### src/rtl/cpu_trace_streamer.sv
// Per-instruction CPU trace framer: snapshots pc/inst on a retire strobe, walks the
// register file through a debug read port and streams one framed word sequence.
module cpu_trace_streamer #(
    parameter int NREGS = 32,
    parameter int SEQ_W = 16
) (
    input  logic             clk_in,
    input  logic             reset_n,
    input  logic             trig,
    input  logic [31:0]      pc,
    input  logic [31:0]      inst,
    output logic [4:0]       rf_raddr,
    input  logic [31:0]      rf_rdata,
    output logic             m_valid,
    input  logic             m_ready,
    output logic [31:0]      m_data,
    output logic             m_last,
    output logic             busy,
    output logic [SEQ_W-1:0] drop_cnt,
    output logic             dbg_state
);

    // Stream handshake: a word transfers on a rising clk_in edge where m_valid && m_ready;
    // m_data/m_last/m_valid are registered and never change while m_valid && !m_ready.

    localparam int NWORDS = NREGS + 3;
    localparam int IDX_W  = $clog2(NWORDS);

    typedef enum logic {S_IDLE = 1'b0, S_STREAM = 1'b1} state_t;

    state_t             state_q, state_d;
    logic [IDX_W-1:0]   idx_q, idx_d;
    logic [SEQ_W-1:0]   seq_q, seq_d;
    logic [SEQ_W-1:0]   drop_q, drop_d;
    logic [31:0]        pc_q, pc_d;
    logic [31:0]        inst_q, inst_d;
    logic [31:0]        m_data_q, m_data_d;
    logic               m_valid_q, m_valid_d;
    logic               m_last_q, m_last_d;

    logic               hs;
    logic               last_hs;
    logic               accept;
    logic [SEQ_W-1:0]   seq_inc;
    logic [31:0]        next_word;

    function automatic logic [31:0] header(input logic [SEQ_W-1:0] s);
        return {8'hA5, 8'(NWORDS), 16'(s)};
    endfunction

    assign hs      = m_valid_q & m_ready;
    assign last_hs = hs & m_last_q;
    assign seq_inc = seq_q + SEQ_W'(1);
    assign accept  = trig & ((state_q == S_IDLE) | last_hs);

    always_ff @(posedge clk_in or negedge reset_n) begin
        if (!reset_n) begin
            state_q   <= S_IDLE;
            idx_q     <= '0;
            seq_q     <= '0;
            drop_q    <= '0;
            pc_q      <= '0;
            inst_q    <= '0;
            m_data_q  <= '0;
            m_valid_q <= 1'b0;
            m_last_q  <= 1'b0;
        end else begin
            state_q   <= state_d;
            idx_q     <= idx_d;
            seq_q     <= seq_d;
            drop_q    <= drop_d;
            pc_q      <= pc_d;
            inst_q    <= inst_d;
            m_data_q  <= m_data_d;
            m_valid_q <= m_valid_d;
            m_last_q  <= m_last_d;
        end
    end

    always_comb begin
        state_d = state_q;
        case (state_q)
            S_IDLE:   if (trig) state_d = S_STREAM;
            S_STREAM: if (last_hs && !trig) state_d = S_IDLE;
            default:  state_d = S_IDLE;
        endcase
    end

    // Word idx+1 follows the word currently presented; registers start at word 3.
    always_comb begin
        next_word = rf_rdata;
        if (idx_q == IDX_W'(0)) next_word = pc_q;
        else if (idx_q == IDX_W'(1)) next_word = inst_q;
    end

    always_comb begin
        idx_d     = idx_q;
        seq_d     = seq_q;
        drop_d    = drop_q;
        pc_d      = pc_q;
        inst_d    = inst_q;
        m_data_d  = m_data_q;
        m_valid_d = m_valid_q;
        m_last_d  = m_last_q;

        if (state_q == S_STREAM && last_hs) begin
            seq_d     = seq_inc;
            idx_d     = '0;
            m_data_d  = '0;
            m_valid_d = 1'b0;
            m_last_d  = 1'b0;
        end else if (state_q == S_STREAM && hs) begin
            idx_d    = idx_q + IDX_W'(1);
            m_data_d = next_word;
            m_last_d = (idx_q == IDX_W'(NWORDS - 2));
        end

        // A trigger on the closing handshake chains straight into the next frame.
        if (accept) begin
            pc_d      = pc;
            inst_d    = inst;
            idx_d     = '0;
            m_data_d  = header((state_q == S_IDLE) ? seq_q : seq_inc);
            m_valid_d = 1'b1;
            m_last_d  = 1'b0;
        end

        if (state_q == S_STREAM && trig && !last_hs && drop_q != '1) begin
            drop_d = drop_q + SEQ_W'(1);
        end
    end

    always_comb begin
        rf_raddr = '0;
        if (state_q == S_STREAM && idx_q >= IDX_W'(2)) begin
            rf_raddr = 5'(32'(idx_q) - 32'd2);
        end
        m_valid   = m_valid_q;
        m_data    = m_data_q;
        m_last    = m_last_q;
        busy      = m_valid_q;
        drop_cnt  = drop_q;
        dbg_state = state_q;
    end

endmodule

### config.mk
export PLATFORM = sky130hd
export DESIGN_NAME = cpu_trace_streamer
export DESIGN_NICKNAME = d
export VERILOG_FILES = /design/src/rtl/cpu_trace_streamer.sv
export SDC_FILE = /design/constraint.sdc
export NUM_CORES = 1
export LEC_CHECK = 0
export ABC_AREA = 1
export CAP_MARGIN = 20
export CORE_UTILIZATION = 38
export CTS_BUF_LIST = sky130_fd_sc_hd__clkbuf_4 sky130_fd_sc_hd__clkbuf_8 sky130_fd_sc_hd__clkbuf_16
export CTS_CLUSTER_SIZE = 10
export DETAILED_ROUTE_END_ITERATION = 7
export SYNTH_ARGS = -nofsm -noshare
export SYNTH_HDL_FRONTEND = slang
export SYNTH_SLANG_ARGS = --single-unit
### constraint.sdc
create_clock -name clk_in -period 2.52 [get_ports clk_in]
set_input_delay 0.504 -clock clk_in [delete_from_list [all_inputs] [get_ports clk_in]]
set_output_delay 0.504 -clock clk_in [all_outputs]
set_load 0.03 [all_outputs]
After elaboration in Yosys (flattened, before gate mapping)
Index checks and enable logic that the tools add are counted.

Flip-flop bits (word level): 137. Output and inout bits: 57. Input port bits: 100. Word-level logic and storage cells: 52.

$lt $le $gt $ge: 1. Add/sub/neg operators: 4. Equality and inequality tests: 3. Reductions and logical operators: 12. Bitwise gates (word level): 5. Muxes and demuxes: 18.

Operators with widths (count): $mux W32 (5); $add A16 B1 Y16 const B (2); $mux W6 (3); $mux W16 (1); $ne A16 B16 Y1 const B (1); $logic_and A1 B1 Y1 (7); $mux W1 (7); $add A6 B1 Y6 const B (1); $eq A6 B1 Y1 const B (1); $eq A6 B6 Y1 const B (1); $ge A6 B2 Y1 const B (1); $logic_not A6 Y1 (1); $mux W5 (1); $sub A5 B2 Y5 const B (1); $and A1 B1 Y1 (3); $reduce_bool A3 Y1 (1); $logic_not A1 Y1 (2); $pmux W1 S2 (1); $reduce_bool A2 Y1 (1); $not A1 Y1 (1); $or A1 B1 Y1 (1).

Depth between registers and ports, before layout
Gate-level depths: netlist of the first run.

Depth after elaboration: 6. Depth in mapped cells: 10. Mapped depth without buffers: 10.

Least setup slack after synthesis of the first run
OpenSTA, ideal clock, no wires.

Path type: register -> output. Start: register state_q (netlist: dbg_state). End: output rf_raddr[0]. Required time: 2.016 ns. Path buffers: 2. Path slack: 0.459 ns. Cell stages (with the launch flop): 5. Data arrival time: 1.557 ns. Path through: dfrtp_1 -> buf_4 -> buf_2 -> o31ai_1 -> nor2_1.

Cells in the longest elaborated chain, start to end: 2.

Ends and longest elaborated chain: from (decl) (line 31) `state_t state_q, state_d;`; from (signal assigned) (line 68) `state_q <= state_d;`; $logic_and A1 B1 Y1 (line 135) `if (state_q == S_STREAM && idx_q >= IDX_W'(2)) begin`; $mux W5 (line 135); to (decl) (line 12) `output logic [4:0] rf_raddr,`.

Every way passes these cells.

Final worst setup path of the first run
Start: register state_q (netlist: dbg_state). End: output dbg_state.

RTL lines: to (decl) (line 20) `output logic dbg_state`.

No word-level cell between the ends.

==> flow_summary.yaml, run 1 <==
outcome:
  status: "finished clean"
worst_setup_path:
  worst_ep_arrival_time_ps: 1830
  worstSetupEndpointType: "output port"
  rr_endpoint: "m_data[10]$_DFFE_PN0P_"
  reg2reg_setup_slack_ps: 380
  required_ps: 2020
  cp_max_fo: 22
  rr_worst_depth: 9
  crit_type: "reg -> out"
  critical_path.startpoint_type: "flip-flop"
  reg2reg_from: "idx_q[1]$_DFFE_PN0P_"
timing:
  finalClockSkew_ps: 10.4
  min_period_over_period: 0.926
  slew_viol_final: 0
  fin_tns_setup_ps: 0
  fin_crit_ps: 2330
  worstMarginPinSlew_ps: 781
  setup_violations: 0
  slew_headroom: 0.475
  rsz0062_at_grt: "no"
  layout_setup_ws_ps: 188
  final-hold-violation-count: 0
  clock.fmax_ghz: 0.429
routing:
  drc: 0
  route.antenna.remaining_nets: 0
  viasPerCell: 4.91
  num_vias: 6545
  firstDrtPassIters: 5
  wl_per_cell_um: 15.8
  postRouteWirelength_mm: 21.0
  drt-initial-drc-count: 494
layout:
  final_net_count: 1199
  multi_input_area_um2: 3210
  layout-drive-gt1-share: 0.0824
  diodes: 0
  area_growth_syn_to_layout_pct: 33.4
  fillers: 1780
  seq_area_um2: 3430
power:
  peakVddDrop_mv: 0.501
  internal-power_mw: 6.68
  seq_power_share: 0.328
  power_mw: 11.7
  power_density_nw_per_um2: 1220
  netSwitchingPower_mw: 4.99
  power_switching_share: 0.428
  p_leak_nw: 4.64
  pwr-share-comb: 0.452
  p_clk_frac: 0.221
clocking:
  postCtsSetupBuffers: 0
  cts_root_buffer: "clkbuf_16"
  clk_pin_slew_worst_paths_ps: 70
  clk_latency_ps: 430
  cts_max_path_buffers: 2
  cts_htree_levels: 4
  cts_tree: "built"
  cts_sinks: 137
  numCtsBuffers: 17
yosys:
  synth_edf_count: 0
  syn-instance-count: 935
  synth.most_common_cell: "nand2_1"
  synthTopCellsByArea: "dfrtp_1 48%, nand2_1 19%, o21ai_0 3.9%"
  synth_area_per_cell_um2: 7.70
  synth_common_cells: "364 x nand2_1, 137 x dfrtp_1, 71 x nor2_1"
  synth_flop_cell: "dfrtp_1"
  synth_nets: 1043
  syn_area_um2: 7200
  synth.distinct_cells: 35
  synth-seq-cells: 137
  synthArstFlopShare: 1.00
  synth_top_area_cell: "dfrtp_1"
  netlist.area_leader.share: 0.476
  ys_seq_area_frac: 0.476
  ys_warn_count: 0
die:
  die_h_um: 140
  io_pins: 157
  die_w_um: 140
  initial_core_util: 0.394
  coreArea_um2: 18300
  dieArea_um2: 19500
  rows: 49
placement:
  hpwl_mm: 15.1
  gp_congestion: 0.852
  pre_cts_ws_ps: 268
  portBuffers: 156
worst_hold_path:
  holdPathEnd: "pc_q[21]$_DFFE_PN0P_"
  min_from: "pc_q[21]$_DFFE_PN0P_"
  worstHoldPathCells: 2
  min_path_type: "reg -> reg"
run:
  cap_violations: 0
grt:
  grt_antenna_before_repair: 0
  grt_max_degree: 63
  grt_pass1_wl_mm: 34.1
  grt_pass1_vias: 6472
  gr-total-overflow: 0
  grt_util_all_layers: 0.227
[area by class of cell]
type | count | area share
clock inverters | 15 | 0.0185
flip-flops and latches | 137 | 0.357
well taps | 229 | 0.0298
repair buffers | 182 | 0.189
inverters | 70 | 0.0276
clock buffers | 17 | 0.0443
multi-input cells | 683 | 0.334
[layout by cell type (no fill, tap or decap), drive strengths merged, types with 21 or more instances in the layout]
cell type and instances:
nand2 365, clkdlybuf4s50 150, dfrtp 137, inv 79, nor2 74, o21ai 74
nand3 59, a21oi 37, buf 27, clkbuf 21
[layer usage]
metal  vias up  wire, um  part of all wire  track usage
met1      3051      9530              0.45        0.298
met3        22      1330             0.063       0.0671
met5         -         0                 0            0
met4         0       310             0.015       0.0706
met2       154      9860              0.47        0.359
li1       3318         -                 -            -
[stage by stage]
stage | util | hold slack (ps) | cells | cell area, um^2
after floorplan | - | 208 | 935 | 7200
after global placement | 0.493 | 446 | 1300 | 9010
after detailed placement | 0.493 | 449 | 1300 | 9010
after CTS | 0.526 | 484 | 1333 | 9620
after global routing | 0.526 | 502 | 1333 | 9600
final | 0.526 | 482 | 1333 | 9600
[worst max-delay path, stage by stage, from the launching register on]
cell	delay (ps)
dfrtp_1	380
buf_4	290
clkdlybuf4s50_1	730
[power groups by stage]
stage | Sequential [mW] | Clock (mW) | Combinational [mW]
6_report | 3.83 | 2.58 | 5.27
5_1_grt | 3.95 | 2.71 | 5.85
4_1_cts | 3.84 | 2.62 | 5.35
3_5_place_dp | 3.86 | 0 | 5.37
3_3_place_gp | 3.85 | 0 | 5.33
2_1_floorplan | 4.34 | 0 | 2.89
[flip-flops by register name (all words and copies together), names as in the netlist]
name / count
idx_q: 6
inst_q: 32
busy: 1
pc_q: 32
m_last: 1
m_data: 32
dbg_state: 1
seq_q: 16
drop_cnt: 16
[timing repair]
action | 4_1_cts | 5_1_grt
hold buffers | 1 | 0
hold endpoints to repair | 17 | 0
gates resized for setup | 4 | 8
endpoints found under the setup margin | 4 | 4
[cells by family (layout without fill, tap and decap cells)]
family | count (synthesis) | after routing | synth area share
AO/OA/AOI/OAI | 135 | 135 | 0.109
XOR/XNOR | 14 | 14 | 0.0170
adder cells (fa/ha/maj) | 8 | 8 | 0.0139
buffers and inverters | 115 | 284 | 0.0785
flip-flops | 137 | 137 | 0.476
multiplexers | 1 | 1 | 0.00313
AND/OR/NAND/NOR | 525 | 525 | 0.303
[worst max-delay path by stage]
stage,from,end,cells after the start,slack [ps]
detailed placement,m_ready,m_data[9]$_DFFE_PN0P_,9,270
global placement,m_ready,m_data[9]$_DFFE_PN0P_,9,290
finish,dbg_state$_DFF_PN0_,dbg_state,2,190
global route,dbg_state$_DFF_PN0_,dbg_state,2,110
floorplan,dbg_state$_DFF_PN0_,rf_raddr[0],4,460
CTS,idx_q[0]$_DFFE_PN0P_,rf_raddr[0],6,60
Power figures use the tool's default switching activity.
==> run 2: changes to the inputs <==
--- a/config.mk
+++ b/config.mk
@@ -5,12 +5,13 @@
 export SDC_FILE = /design/constraint.sdc
 export NUM_CORES = 1
 export LEC_CHECK = 0
-export ABC_AREA = 1
+export ABC_AREA = 0
 export CAP_MARGIN = 20
 export CORE_UTILIZATION = 38
 export CTS_BUF_LIST = sky130_fd_sc_hd__clkbuf_4 sky130_fd_sc_hd__clkbuf_8 sky130_fd_sc_hd__clkbuf_16
 export CTS_CLUSTER_SIZE = 10
 export DETAILED_ROUTE_END_ITERATION = 7
+export SKIP_CTS_REPAIR_TIMING = 1
 export SYNTH_ARGS = -nofsm -noshare
 export SYNTH_HDL_FRONTEND = slang
 export SYNTH_SLANG_ARGS = --single-unit
==> run 2 against run 1 <==
Against the previous run:
- via count shrank 13%
- synthesized cell count shrank 22%
- non-clock buffer count shrank 7
- largest cell class unchanged
- sequential cell count is the same
- wire length shrank 12%
- setup slack gained 36 ps
- global-route usage shrank 0.87 points
- area after synthesis shrank 8.9%
- combinational power shrank 44%
==> flow_summary.yaml, run 2 <==
outcome:
  status: "finished clean"
yosys:
  synth-seq-cells: 137
  ys_warn_count: 0
  synthTopCellsByArea: "dfrtp_1 52%, nand2_1 17%, xnor2_1 3.2%"
  synth_top_area_cell: "dfrtp_1"
  synthArstFlopShare: 1.00
  syn-instance-count: 733
  ys_seq_area_frac: 0.522
  netlist.area_leader.share: 0.522
  synth_edf_count: 0
  synth_area_per_cell_um2: 8.95
  synth_common_cells: "289 x nand2_1, 137 x dfrtp_1, 33 x o21ai_0"
  synth_nets: 841
  syn_area_um2: 6560
  synth.most_common_cell: "nand2_1"
  synth.distinct_cells: 47
  synth_flop_cell: "dfrtp_1"
grt:
  grt_antenna_before_repair: 1
  gr-total-overflow: 0
  grt_busiest_layer: "met2"
  gr-usage-met1: 0.279
  met3_usage: 0.0510
  grt_util_all_layers: 0.218
  grtUsageMet2: 0.362
  grt_max_degree: 58
  grt_pass1_vias: 5818
  grt_pass1_wl_mm: 30.1
worst_hold_path:
  min_path_type: "in -> async"
timing:
  min_period_over_period: 0.911
  rsz0062_at_grt: "no"
  slew_headroom: 0.534
  layout_setup_ws_ps: 223
  fin_crit_ps: 2300
  worstMarginPinSlew_ps: 700
  clock.fmax_ghz: 0.435
  final-hold-violation-count: 0
  slew_viol_final: 0
  finalClockSkew_ps: 8.10
  setup_violations: 0
layout:
  area_growth_syn_to_layout_pct: 37.8
  final_net_count: 992
  final_common_cell: "nand2_1"
  fillers: 1525
  layout-drive-gt1-share: 0.0747
  final_cell_mix: "287 x nand2_1, 150 x clkdlybuf4s50_1, 136 x dfrtp_1, 33 x o21ai_0, 32 x a31oi_1"
  stdcell_area_um2: 9040
power:
  p_leak_nw: 4.25
  power_density_nw_per_um2: 944
  peakVddDrop_mv: 0.643
die:
  coreArea_um2: 16700
  die_w_um: 133
  die_h_um: 133
  rows: 47
  initial_core_util: 0.393
  dieArea_um2: 17800
  io_pins: 157
placement:
  hpwl_mm: 13.0
  portBuffers: 156
  pre_cts_ws_ps: 207
  gp_congestion: 0.850
  place_area_um2: 8420
worst_setup_path:
  rr_worst_depth: 8
  worstSetupEndpointType: "output port"
  cp_max_fo: 8
  rr_endpoint: "m_data[3]$_DFFE_PN0P_"
  required_ps: 2020
  critical_path.startpoint: "idx_q[0]$_DFFE_PN0P_"
  critical_path.startpoint_type: "flip-flop"
  reg2reg_setup_slack_ps: 470
  reg2reg_from: "idx_q[1]$_DFFE_PN0P_"
  crit_end: "rf_raddr[4]"
  crit_type: "reg -> out"
  worst_ep_arrival_time_ps: 1790
routing:
  route.antenna.remaining_nets: 0
  viasPerCell: 5.09
  postRouteWirelength_mm: 18.6
  num_vias: 5696
  firstDrtPassIters: 5
  drc: 0
  wl_per_cell_um: 16.6
  drt-initial-drc-count: 320
clocking:
  clk_pin_slew_worst_paths_ps: 60
  cts_max_path_buffers: 2
  cts_sinks: 137
  cts_htree_levels: 4
  clk_latency_ps: 420
  cts_tree: "built"
  cts_root_buffer: "clkbuf_16"
  numCtsBuffers: 17
run:
  cap_violations: 0
## run 2: worst min path at each step
stage / cells after the start / slack [ps] / endpoint
floorplan: 0 / 210 / busy$_DFFE_PN0P_
global placement: 1 / 450 / drop_cnt[7]$_DFFE_PN0P_
detailed placement: 1 / 450 / drop_cnt[7]$_DFFE_PN0P_
CTS: 1 / -5 / drop_cnt[7]$_DFFE_PN0P_
global route: 1 / 6 / drop_cnt[11]$_DFFE_PN0P_
finish: 1 / 2 / drop_cnt[7]$_DFFE_PN0P_
## run 2: kinds of logic (layout without fill, tap and decap cells)
logic type,Yosys count,count (layout),share of synthesized area
xor+xnor,44,44,0.0587
simple gates,378,378,0.246
other cells,0,1,0
compound gates,114,114,0.116
flops,137,137,0.522
mux,5,5,0.00782
fa+ha+maj,8,8,0.0153
buf+inv,47,211,0.0343
## run 2: worst max-delay path, stage by stage, from the launching register on
cell and delay (ps):
dfrtp_2 460, inv_1 130, ha_1 160, nor3_1 40, nand2_1 90, nand2_2 80
nor2_1 120, dlymetal6s2s_1 300
## run 2: layout make-up
class	instances	area, um^2	share of cell area
flip-flops and latches	137	3430	0.379
multi-input cells	549	2920	0.322
repair buffers	175	1800	0.199
clock buffers	18	433	0.0479
well taps	220	275	0.0304
clock inverters	14	174	0.0192
inverters	4	15.0	0.00166
diodes	1	2.50	0.000277
## run 2: per-stage QoR
step           cells  utilization  total power, mW  hold WS, ps  setup TNS (ps)
3_3_place_gp    1085        0.504             6.02          448               0
4_1_cts         1117        0.541             8.63        -4.76           -1130
5_1_grt         1118        0.541             8.94         6.34               0
6_report        1118        0.541             8.53         1.56               0
3_5_place_dp    1085        0.504             6.05          446               0
2_1_floorplan    733            -             4.70          208               0
## run 2: report_power, final
part	switching [mW]	internal (mW)
Clock	0.971	1.57
Sequential	0.390	2.64
Combinational	1.68	1.28
Total	3.04	5.49
## run 2: routing by layer
layer	wire, um	part of all wire	vias to the layer above
met5	0	0	-
li1	-	-	2768
met1	8240	0.44	2748
met2	9060	0.49	156
met3	960	0.052	24
met4	333	0.018	0
